<file path="src/rtl/lock_pkg.sv">
// Shared definitions for the code lock and its transmit-side sender.
package lock_pkg;

    localparam int CODE_W = 8;
    localparam logic [CODE_W-1:0] IDLE_CODE = 8'h00;
    localparam logic [3*CODE_W-1:0] LOCK_SEQ = 24'hAABBCC;

    // Width of the shared hold/gap/timeout down-counter.
    localparam int TMR_W = 16;

    typedef enum logic [1:0] {
        IDLE,
        SEND,
        GAP,
        WAIT
    } sender_state_t;

endpackage

</file>
<file path="src/rtl/lock_sender_timer.sv">
// Loadable down-counter; counts to zero and parks there until reloaded.
module lock_sender_timer #(
    parameter int W = 16
) (
    input  logic         clk,
    input  logic         reset,
    input  logic         load,
    input  logic [W-1:0] load_val,
    output logic         zero
);

    logic [W-1:0] count;

    always_ff @(posedge clk) begin
        if (reset) begin
            count <= '0;
        end else if (load) begin
            count <= load_val;
        end else if (count != '0) begin
            count <= count - 1'b1;
        end
    end

    assign zero = (count == '0);

endmodule

</file>
<file path="src/rtl/lock_code_sender.sv">
// Sends a latched multi-byte unlock sequence to the lock, waits for
// the unlocked status and retries a bounded number of times.
module lock_code_sender #(
    parameter int CODE_LEN = 3,
    parameter int CODE_W = lock_pkg::CODE_W,
    parameter int HOLD_CYCLES = 2,
    parameter int GAP_CYCLES = 1,
    parameter logic [CODE_W-1:0] IDLE_CODE = CODE_W'(lock_pkg::IDLE_CODE),
    parameter int TIMEOUT = 8,
    parameter int MAX_RETRY = 2
) (
    input  logic                         clk,
    input  logic                         reset,
    input  logic                         start,
    input  logic                         abort,
    input  logic [CODE_LEN*CODE_W-1:0]   code_seq,
    input  logic                         unlocked_in,
    output logic [CODE_W-1:0]            code,
    output logic                         code_valid,
    output logic                         busy,
    output logic                         done,
    output logic                         fail,
    output logic [1:0]                   attempt,
    output lock_pkg::sender_state_t      state_dbg
);

    import lock_pkg::*;

    localparam int SEQ_W = CODE_LEN * CODE_W;
    localparam int IDX_W = (CODE_LEN > 1) ? $clog2(CODE_LEN) : 1;
    localparam logic [IDX_W-1:0] LAST_IDX = IDX_W'(CODE_LEN - 1);

    // valid/ready: start is a one-cycle request honoured only in IDLE (no
    // ready back-pressure); done/fail are single-cycle result strobes.
    sender_state_t     state;
    logic [SEQ_W-1:0]  seq_r;
    logic [IDX_W-1:0]  idx;
    logic              tmr_load;
    logic [TMR_W-1:0]  tmr_val;
    logic              tmr_zero;
    logic              can_retry;

    function automatic logic [CODE_W-1:0] pick(input logic [SEQ_W-1:0] s,
                                               input logic [IDX_W-1:0] i);
        return s[(CODE_LEN - 1 - int'(i)) * CODE_W +: CODE_W];
    endfunction

    assign can_retry = (int'(attempt) < MAX_RETRY);
    assign state_dbg = state;

    // Timer reloads on the same edge that enters the next phase.
    always_comb begin
        tmr_load = 1'b0;
        tmr_val  = '0;
        if (!abort) begin
            case (state)
                IDLE: if (start) begin
                    tmr_load = 1'b1;
                    tmr_val  = TMR_W'(HOLD_CYCLES - 1);
                end
                SEND: if (tmr_zero) begin
                    tmr_load = 1'b1;
                    if (idx == LAST_IDX)     tmr_val = TMR_W'(TIMEOUT - 1);
                    else if (GAP_CYCLES > 0) tmr_val = TMR_W'(GAP_CYCLES - 1);
                    else                     tmr_val = TMR_W'(HOLD_CYCLES - 1);
                end
                GAP: if (tmr_zero) begin
                    tmr_load = 1'b1;
                    tmr_val  = TMR_W'(HOLD_CYCLES - 1);
                end
                WAIT: if (!unlocked_in && tmr_zero && can_retry) begin
                    tmr_load = 1'b1;
                    tmr_val  = TMR_W'(HOLD_CYCLES - 1);
                end
                default: ;
            endcase
        end
    end

    lock_sender_timer #(.W(TMR_W)) u_timer (
        .clk      (clk),
        .reset    (reset),
        .load     (tmr_load),
        .load_val (tmr_val),
        .zero     (tmr_zero)
    );

    always_ff @(posedge clk) begin
        if (reset) begin
            state      <= IDLE;
            seq_r      <= '0;
            idx        <= '0;
            attempt    <= '0;
            code       <= IDLE_CODE;
            code_valid <= 1'b0;
            busy       <= 1'b0;
            done       <= 1'b0;
            fail       <= 1'b0;
        end else begin
            done <= 1'b0;
            fail <= 1'b0;
            if (abort) begin
                state      <= IDLE;
                code       <= IDLE_CODE;
                code_valid <= 1'b0;
                busy       <= 1'b0;
            end else begin
                case (state)
                    IDLE: if (start) begin
                        seq_r      <= code_seq;
                        attempt    <= '0;
                        idx        <= '0;
                        state      <= SEND;
                        code       <= pick(code_seq, '0);
                        code_valid <= 1'b1;
                        busy       <= 1'b1;
                    end
                    SEND: if (tmr_zero) begin
                        if (idx == LAST_IDX) begin
                            state      <= WAIT;
                            code       <= IDLE_CODE;
                            code_valid <= 1'b0;
                        end else if (GAP_CYCLES > 0) begin
                            state      <= GAP;
                            code       <= IDLE_CODE;
                            code_valid <= 1'b0;
                        end else begin
                            idx  <= idx + IDX_W'(1);
                            code <= pick(seq_r, idx + IDX_W'(1));
                        end
                    end
                    GAP: if (tmr_zero) begin
                        state      <= SEND;
                        idx        <= idx + IDX_W'(1);
                        code       <= pick(seq_r, idx + IDX_W'(1));
                        code_valid <= 1'b1;
                    end
                    WAIT: begin
                        // Success takes precedence over a timeout in the same cycle.
                        if (unlocked_in) begin
                            done  <= 1'b1;
                            state <= IDLE;
                            busy  <= 1'b0;
                        end else if (tmr_zero) begin
                            if (can_retry) begin
                                attempt    <= attempt + 2'd1;
                                idx        <= '0;
                                state      <= SEND;
                                code       <= pick(seq_r, '0);
                                code_valid <= 1'b1;
                            end else begin
                                fail  <= 1'b1;
                                state <= IDLE;
                                busy  <= 1'b0;
                            end
                        end
                    end
                    default: state <= IDLE;
                endcase
            end
        end
    end

endmodule

</file>
<file path="config.mk">
export PLATFORM = sky130hd
export DESIGN_NAME = lock_code_sender
export DESIGN_NICKNAME = d
export VERILOG_FILES = /design/src/rtl/lock_pkg.sv /design/src/rtl/lock_sender_timer.sv /design/src/rtl/lock_code_sender.sv
export SDC_FILE = /design/constraint.sdc
export NUM_CORES = 1
export LEC_CHECK = 0
export ABC_AREA = 1
export ABC_CLOCK_PERIOD_IN_PS = 2500
export CAP_MARGIN = 15
export CELL_PAD_IN_SITES_DETAIL_PLACEMENT = 1
export CELL_PAD_IN_SITES_GLOBAL_PLACEMENT = 1
export CORE_MARGIN = 2
export CORE_UTILIZATION = 45
export DETAILED_ROUTE_END_ITERATION = 8
export DONT_BUFFER_PORTS = 1
export PLACE_DENSITY_LB_ADDON = 0.1
export SYNTH_ARGS = -nofsm -noshare
export SYNTH_HDL_FRONTEND = slang
export SYNTH_HIERARCHICAL = 1
export SYNTH_SLANG_ARGS = --single-unit
</file>
<file path="constraint.sdc">
create_clock -name clk -period 2.5 [get_ports clk]
set_input_delay 0.625 -clock clk [delete_from_list [all_inputs] [get_ports clk]]
set_output_delay 0.625 -clock clk [all_outputs]
set_load 0.01 [all_outputs]
</file>
==> impl_metrics.env <==
export IMPL_synth_edf_count=0
export IMPL_synthTopCellsByCount="nor2_1 (120), nand2_1 (117), dfxtp_1 (58), inv_1 (38), a21oi_1 (31)"
export IMPL_timing_hold_violations_final=0
export IMPL_first_global_vias=3335
export IMPL_gr_total_overflow=0
export IMPL_initial_core_util_pct=45.86
export IMPL_vias_per_cell=5.226
export IMPL_cts_buffer_depth=2
export IMPL_grt_usage_pct=24.59
export IMPL_die_h_um=89.52
export IMPL_design_area_sq_um=3744
export IMPL_totalWireLength_um=9452
export IMPL_crit_arrival_ps=2620
export IMPL_grt_pass1_wl_um=15030
export IMPL_ir_drop_uv=335.9
export IMPL_synth_cell_types=37
export IMPL_synth_top_cell_by_area="dfxtp_1"
export IMPL_setup_violations=0
export IMPL_cts_sinks=58
export IMPL_fin_setup_tns_ps=0
export IMPL_worst_setup_path_type="register to register"
export IMPL_hpwl_um=6380
export IMPL_tightest_slew_ps=520.9
export IMPL_holdWs_ps=341.4
export IMPL_io_pins=45
export IMPL_antenna_cells=0
export IMPL_place_area_sq_um=3411
export IMPL_wl_met2_um=5057
export IMPL_synthFlopType="dfxtp_1"
export IMPL_syn_to_final_growth_pct=13.76
export IMPL_crit_path_end_kind="register"
export IMPL_num_vias=3277
export IMPL_m1WireLength_um=3792
export IMPL_crit_fanout=7
export IMPL_tritoncts_num_buffers=9
export IMPL_drt_iter0_drc=80
export IMPL_syn_area_per_cell_sq_um=6.529
export IMPL_htree_levels=3
export IMPL_period_share_pct=94.06
export IMPL_synth_most_common_cell="nor2_1"
export IMPL_first_pass_iters=4
export IMPL_port_buffer_count=0
export IMPL_ys_seq_elements=58
export IMPL_drt_drc_violations_left=0
export IMPL_crit_path_start_kind="register"
export IMPL_leakage_nw=1.679
export IMPL_wl_per_cell_um=15.07
export IMPL_nNetsFinal=562
export IMPL_root_buffer="clkbuf_8"
export IMPL_yosysTopAreaCellShare_pct=35.29
export IMPL_cellPowerDensity_nw_per_um2=1116
export IMPL_yosys_warnings=6
export IMPL_drv_cap=0
export IMPL_drt_antenna_violating_nets=0
export IMPL_utilization_pct=52.17
export IMPL_seq_area_frac_synth_pct=35.29
export IMPL_synth_area_leaders="dfxtp_1 (35%), nor2_1 (14%), nand2_1 (13%)"
export IMPL_status="complete, no violations"
export IMPL_path_clk_slew_ps=70
export IMPL_coreArea_sq_um=7176
export IMPL_antenna_found_initial=0
export IMPL_slew_headroom_pct=65.22
export IMPL_netlist_instances=504
export IMPL_dr_max_layer_used="met4"
export IMPL_fin_skew_ps=7.736
export IMPL_crit_required_ps=2770
export IMPL_place_gp_congestion=0.8609
export IMPL_num_rows=31
export IMPL_insertion_delay_ps=340
export IMPL_slew_viol_final=0
export IMPL_worstHoldPathType="input pin to register"
export IMPL_timing_final_ws_setup_ps=148.5
export IMPL_die_w_um=89.52
export IMPL_grt_max_degree=30
export IMPL_synthesis_area_sq_um=3291
export IMPL_layout_drive_gt1_share_pct=11.55
export IMPL_synth_async_reset_ratio_pct=0
export IMPL_cts_tree="yes"
export IMPL_hold_buffers=0
export IMPL_fmax_mhz=425.3
export IMPL_n_fill_cell=989
export IMPL_post_route_min_period_ps=2352
export IMPL_dieArea_sq_um=8013
export IMPL_pre_cts_slack_ps=59.64
export IMPL_wl_met3_um=294
-- worst max-delay path: stages, from the launching register on --
cell and delay (ps):
dfxtp_1 350, inv_1 100, ha_2 220, nand2_4 100
nor2_8 160, nand4_4 150, inv_4 130, inv_2 70
nor2_1 120, inv_1 90, a21oi_4 190, buf_6 150
nand2_1 100, o21ai_0 100, nand2_1 80, a21oi_1 140
-- routing by layer --
layer / global-route usage [%] / vias to the layer above
met5: 0 / -
met4: 11.26 / 0
met3: 5.817 / 22
met2: 45.19 / 61
met1: 26.49 / 1571
li1: - / 1623
-- power breakdown --
part | total (W) | internal (W) | leakage, nW | switching, W
Sequential | 0.00127 | 0.00109 | 0.476 | 0.000179
Clock | 0.00109 | 0.000682 | 0.118 | 0.000404
Combinational | 0.00182 | 0.000649 | 1.08 | 0.00117
Total | 0.00418 | 0.00242 | 1.68 | 0.00176
-- cell usage in the layout, fill, tap and decap left out, drive strengths merged --
cell / n
a21oi: 36
a22oi: 1
a31oi: 1
buf: 15
bufinv: 3
clkbuf: 10
clkinv: 1
clkinvlp: 1
conb: 13
dfxtp: 58
ha: 9
inv: 44
nand2: 121
nand3: 24
nand4: 6
nor2: 126
nor3: 5
o211ai: 2
o21ai: 41
o21bai: 1
or2: 3
xnor2: 4
xor2: 3
-- cells by family (layout without fill, tap and decap cells) --
| group | count (synthesis) | after routing | share of synthesized area [%] |
|---|---|---|---|
| AND/OR/NAND/NOR | 285 | 285 | 37.72 |
| AO/OA/AOI/OAI | 82 | 82 | 13.50 |
| buffers and inverters | 62 | 74 | 7.871 |
| flip-flops | 58 | 58 | 35.29 |
| adder cells (fa/ha/maj) | 9 | 9 | 3.422 |
| XOR/XNOR | 7 | 7 | 2.091 |
| other | 1 | 13 | 0.1140 |
-- layout make-up --
| class | instances | area [sq um] | area share [%] |
|---|---|---|---|
| well taps | 99 | 123.9 | 3.309 |
| flip-flops and latches | 58 | 1161 | 31.02 |
| clock buffers | 10 | 137.6 | 3.676 |
| clock inverters | 5 | 102.6 | 2.741 |
| multi-input cells | 396 | 1937 | 51.74 |
| inverters | 44 | 167.7 | 4.479 |
| repair buffers | 15 | 113.9 | 3.041 |
-- stage by stage --
stage | power, W | instances
floorplan | 0.002597 | 516
global placement | 0.002885 | 603
detailed placement | 0.002945 | 603
CTS | 0.004067 | 619
global route | 0.004480 | 627
finish | 0.004179 | 627
-- sequential cells by signal, indices dropped and copies added, names as in the netlist --
register / flops
attempt: 2
code_valid: 1
code: 8
u_timer/count: 16
fail: 1
seq_r: 24
idx: 2
busy: 1
done: 1
state_dbg: 2
-- timing repair --
action | in CTS | in global routing
setup buffers | 0 | 8
cloned | 1 | 0
gates resized for setup | 3 | 4
pin swaps | 0 | 1
endpoints found under the setup margin | 1 | 14
-- final timing paths --
| path | from | endpoint | slack, ps | depth (start not counted) |
|---|---|---|---|---|
| max | u_timer/count[0] | u_timer/count[0] | 150 | 15 |
| min reg2reg | seq_r[16] | seq_r[16] | 490 | 2 |
| min | reset | u_timer/count[10] | 340 | 1 |
| max reg2reg | u_timer/count[0] | u_timer/count[0] | 150 | 15 |
Note: power is estimated with default switching activity, not from simulation.
